## src/rtl/gcm_len_ctrl.sv

```systemverilog
// GCM length sequencer: counts AAD/CT bytes per message and emits the GHASH length block.
// Optional macro GCM_LEN_LIMIT_EN adds the AAD/CT maximum-length checks.
module gcm_len_ctrl #(
  parameter int unsigned CNT_W         = 61,
  parameter logic [63:0] CT_MAX_BYTES  = 64'h0000000FFFFFFFE0,
  parameter logic [63:0] AAD_MAX_BYTES = 64'h1FFFFFFFFFFFFFFF
) (
  input  logic         clk,
  input  logic         rst_n,
  input  logic         start,
  input  logic         start_has_aad,
  input  logic         aad_valid,
  output logic         aad_ready,
  input  logic [4:0]   aad_bytes,
  input  logic         aad_last,
  input  logic         ct_valid,
  output logic         ct_ready,
  input  logic [4:0]   ct_bytes,
  input  logic         ct_last,
  output logic         len_valid,
  input  logic         len_ready,
  output logic [127:0] len_block,
  output logic         busy,
  output logic         done,
  output logic         err
);

  typedef enum logic [2:0] {
    IDLE, AAD, CT, EMIT, ERR
  } state_t;

  state_t state, state_n;

  logic [CNT_W-1:0] aad_cnt, ct_cnt;
  logic [CNT_W:0]   aad_sum, ct_sum;
  logic             aad_acc, ct_acc;
  logic             aad_lim, ct_lim;
  logic             aad_bad, ct_bad;
  logic [63:0]      aad_bits, ct_bits_n;

  assign aad_acc = (state == AAD) && aad_valid;
  assign ct_acc  = (state == CT) && ct_valid;

  assign aad_sum = {1'b0, aad_cnt} + (CNT_W+1)'(aad_bytes);
  assign ct_sum  = {1'b0, ct_cnt} + (CNT_W+1)'(ct_bytes);

`ifdef GCM_LEN_LIMIT_EN
  assign aad_lim = 64'(aad_sum) > AAD_MAX_BYTES;
  assign ct_lim  = 64'(ct_sum) > CT_MAX_BYTES;
`else
  assign aad_lim = 1'b0;
  assign ct_lim  = 1'b0;
  wire unused_lim = ^{CT_MAX_BYTES, AAD_MAX_BYTES};
`endif

  assign aad_bad = (aad_bytes > 5'd16)
                || (!aad_last && aad_bytes != 5'd16)
                || aad_sum[CNT_W] || aad_lim;
  assign ct_bad  = (ct_bytes > 5'd16)
                || (!ct_last && ct_bytes != 5'd16)
                || ct_sum[CNT_W] || ct_lim;

  assign aad_bits  = 64'({aad_cnt, 3'b000});
  assign ct_bits_n = 64'({ct_sum[CNT_W-1:0], 3'b000});

  // state register
  always_ff @(posedge clk or negedge rst_n) begin
    if (!rst_n) state <= IDLE;
    else        state <= state_n;
  end

  // next-state: start overrides everything, bad beats park in ERR
  always_comb begin
    state_n = state;
    if (start) begin
      state_n = start_has_aad ? AAD : CT;
    end else begin
      case (state)
        AAD: if (aad_acc) begin
          if (aad_bad)       state_n = ERR;
          else if (aad_last) state_n = CT;
        end
        CT: if (ct_acc) begin
          if (ct_bad)       state_n = ERR;
          else if (ct_last) state_n = EMIT;
        end
        EMIT: if (len_ready) state_n = IDLE;
        default: ;
      endcase
    end
  end

  // counters, sticky error and the registered length block
  always_ff @(posedge clk or negedge rst_n) begin
    if (!rst_n) begin
      aad_cnt   <= '0;
      ct_cnt    <= '0;
      err       <= 1'b0;
      len_block <= '0;
    end else if (start) begin
      aad_cnt   <= '0;
      ct_cnt    <= '0;
      err       <= 1'b0;
      len_block <= '0;
    end else begin
      if (aad_acc) begin
        if (aad_bad) err <= 1'b1;
        else         aad_cnt <= aad_sum[CNT_W-1:0];
      end
      if (ct_acc) begin
        if (ct_bad) begin
          err <= 1'b1;
        end else begin
          ct_cnt <= ct_sum[CNT_W-1:0];
          if (ct_last) len_block <= {aad_bits, ct_bits_n};
        end
      end
    end
  end

  // handshake outputs decoded from state
  always_comb begin
    aad_ready = (state == AAD);
    ct_ready  = (state == CT);
    len_valid = (state == EMIT);
    done      = (state == EMIT) && len_ready;
    busy      = (state != IDLE);
  end

endmodule

```

## config.mk

```make
export PLATFORM = sky130hd
export DESIGN_NAME = gcm_len_ctrl
export DESIGN_NICKNAME = d
export VERILOG_FILES = /design/src/rtl/gcm_len_ctrl.sv
export SDC_FILE = /design/constraint.sdc
export NUM_CORES = 1
export LEC_CHECK = 0
export CAP_MARGIN = 15
export CELL_PAD_IN_SITES_DETAIL_PLACEMENT = 2
export CELL_PAD_IN_SITES_GLOBAL_PLACEMENT = 2
export CORE_MARGIN = 3
export CORE_UTILIZATION = 38
export CTS_CLUSTER_SIZE = 14
export DETAILED_ROUTE_END_ITERATION = 10
export PLACE_DENSITY_LB_ADDON = 0.25
export SYNTH_ARGS = -nofsm -noshare
export SYNTH_HDL_FRONTEND = slang
export SYNTH_SLANG_ARGS = --single-unit
```

## constraint.sdc

```tcl
create_clock -name clk -period 8.4 [get_ports clk]
set_clock_uncertainty 0.1 [all_clocks]
set_input_delay 1.68 -clock clk [delete_from_list [all_inputs] [get_ports clk]]
set_output_delay 1.68 -clock clk [all_outputs]
set_load 0.1 [all_outputs]
```

==> results.cfg <==
[outcome]
status = finished, final reports clean

[yosys]
synth_cell_types = 62
yosys.area.top_type = dfrtp_1
netlist_top_cells_area = dfrtp_1, xnor2_1, nor2_1, xor2_1, nand2_1
async_flop_share_pct = 100
syn_area_per_cell_um2 = 9.64
syn_inst = 1265
synth_seq_area_share_pct = 50.9
synth_ff_type = dfrtp_1
ys_warn_count = 0
synth_edf_count = 0
syn_area_um2 = 12200
ys_ff_latch = 248
synth_top_area_share_pct = 50.9

[global_routing]
antenna_found_initial = 1
grt_util_all_layers_pct = 23.7
grt_pass1_vias = 11400
grt_pass1_wl_um = 65300
grt_max_degree = 158
grt_overflow = 0

[clocking]
clk_latency_ns = 0.55
cts_tree = built
clockRootBuffer = clkbuf_16
postCtsHoldBufs = 0
cts_sinks = 248
cts-resized-gates = 0
path_clk_slew_ns = 0.06
clock_path_buffers = 3
cts_buffers = 29
postCtsSetupBuffers = 0
h-tree-depth = 1

[floorplan]
rows = 64
die_w_um = 185
die_area_um2 = 34300
core_um2 = 31100
initial_core_util_pct = 39.2
die_h_um = 185
ios = 153

[worst_setup_path]
crit_type = input port to primary output
arrival_ns = 3.47
cp.required_ns = 6.62
worstPathMaxFanout = 2
crit_path_end_kind = primary output
cp-start-kind = input port

[pwr]
cellPowerDensity_nw_per_um2 = 182
leakage_nw = 5.98
ir_drop_mv = 0.133
power_mw = 2.72

[detailed_routing]
routedWlPerCell_um = 22.0
drt-initial-drc-count = 518
dr_total_vias = 10200
post_drt_via_cell_ratio = 5.63
first_pass_iters = 4
routed_wl_um = 39800
drc = 0
ant_nets = 0

[timing]
worst_slew_pin_slew_ns = 1.15
slew_viol_final = 0
timing.hold.ws_ns = 0.387
period_share_pct = 62.4
slew_headroom_pct = 23.0
finalSetupTns_ns = 0
fmax_mhz = 191
final.min_clock_period_ns = 5.25
finalSetupViolations = 0
finalHoldViolations = 0
grt_setup_unrepaired = no

[place]
dp_hpwl_um = 26400
dp.cells = 1755
place_area_um2 = 14000
io_buffer_count = 146
place.gp.congestion = 0.798

[hold_path]
hp-class = register to register

[run]
drv_cap = 0

[final_layout]
layout-drive-gt1-share_pct = 6.23
stdcell_count = 1808
fillers = 3264
n_antenna_cell = 0
design_area_um2 = 15000
mostFrequentLayoutCell = dfrtp_1
final_cell_mix = dfrtp_1, nor2_1, clkdlybuf4s50_1
syn_to_final_growth_pct = 22.7
fin_nets = 1421
[state kept, by name, summed over array words and instances (netlist names)]
name / count
state: 3
err: 1
len_block: 122
aad_cnt: 61
ct_cnt: 61
[synthesized netlist by cell type, types with 3 or more instances]
cell and instances:
a211oi_1 30, a21oi_1 52, a22o_1 52, and2_1 11
and3_1 22, and4_1 7, buf_2 16, buf_4 8
clkbuf_1 46, dfrtp_1 248, ha_1 10, inv_1 28
mux2_2 3, nand2_1 130, nand2b_1 3, nand3_1 49
nand4_1 28, nor2_1 158, nor2b_1 5, nor3_1 43
nor4_1 17, o2111ai_1 5, o21a_1 5, o21ai_0 65
o21ai_1 3, or3_1 30, or4_1 4, xnor2_1 85
xor2_1 59
[worst max-delay path: stages]
cell and delay (ns):
clkdlybuf4s50_1 0.48, and3_1 0.17, clkdlybuf4s50_1 1.13
[cell type report]
type | instances | area [um^2] | share of cell area, %
flip-flops and latches | 248 | 6210 | 41.5
clock inverters | 15 | 159 | 1.06
clock buffers | 38 | 820 | 5.48
inverters | 28 | 105 | 0.703
multi-input cells | 923 | 5590 | 37.4
repair buffers | 160 | 1580 | 10.6
well taps | 396 | 495 | 3.31
[final timing paths]
path / startpoint / end / slack (ns) / cells after the start
min in group asynchronous: rst_n / len_block[45] / 1.03 / 1
max in group asynchronous: rst_n / aad_cnt[17] / 5.78 / 2
max reg2reg: ct_cnt[21] / len_block[120] / 4.63 / 10
min reg2reg: len_block[38] / len_block[38] / 0.39 / 2
min: len_block[38] / len_block[38] / 0.39 / 2
max: len_ready / done / 3.15 / 3
[cells by family after synthesis]
kind of cell / after synthesis / synth area share [%]
other: 1 / 0.0308
AO/OA/AOI/OAI: 231 / 12.7
XOR/XNOR: 144 / 10.3
multiplexers: 4 / 0.370
AND/OR/NAND/NOR: 526 / 20.8
adder cells (fa/ha/maj): 12 / 1.35
buffers and inverters: 99 / 3.46
flip-flops: 248 / 50.9
[layer usage]
metal,routed length [um],vias to the layer above,global-route usage [%]
met3,1580,51,3.69
met1,17700,5306,32.0
met5,9,-,0
li1,-,4628,-
met2,19700,189,40.4
met4,731,2,5.10
[through the flow]
stage | setup slack [ns] | util, %
floorplan | 3.90 | -
global placement | 3.20 | 45.0
detailed placement | 3.04 | 45.0
CTS | 3.15 | 48.2
global route | 3.09 | 48.2
finish | 3.15 | 48.2
[power breakdown]
| group | total (mW) | internal (mW) | switching, mW |
|---|---|---|---|
| clock | 1.30 | 0.776 | 0.522 |
| combinational | 0.214 | 0.0453 | 0.168 |
| sequential | 1.21 | 1.20 | 0.00952 |
(Power assumes the default switching activity.)
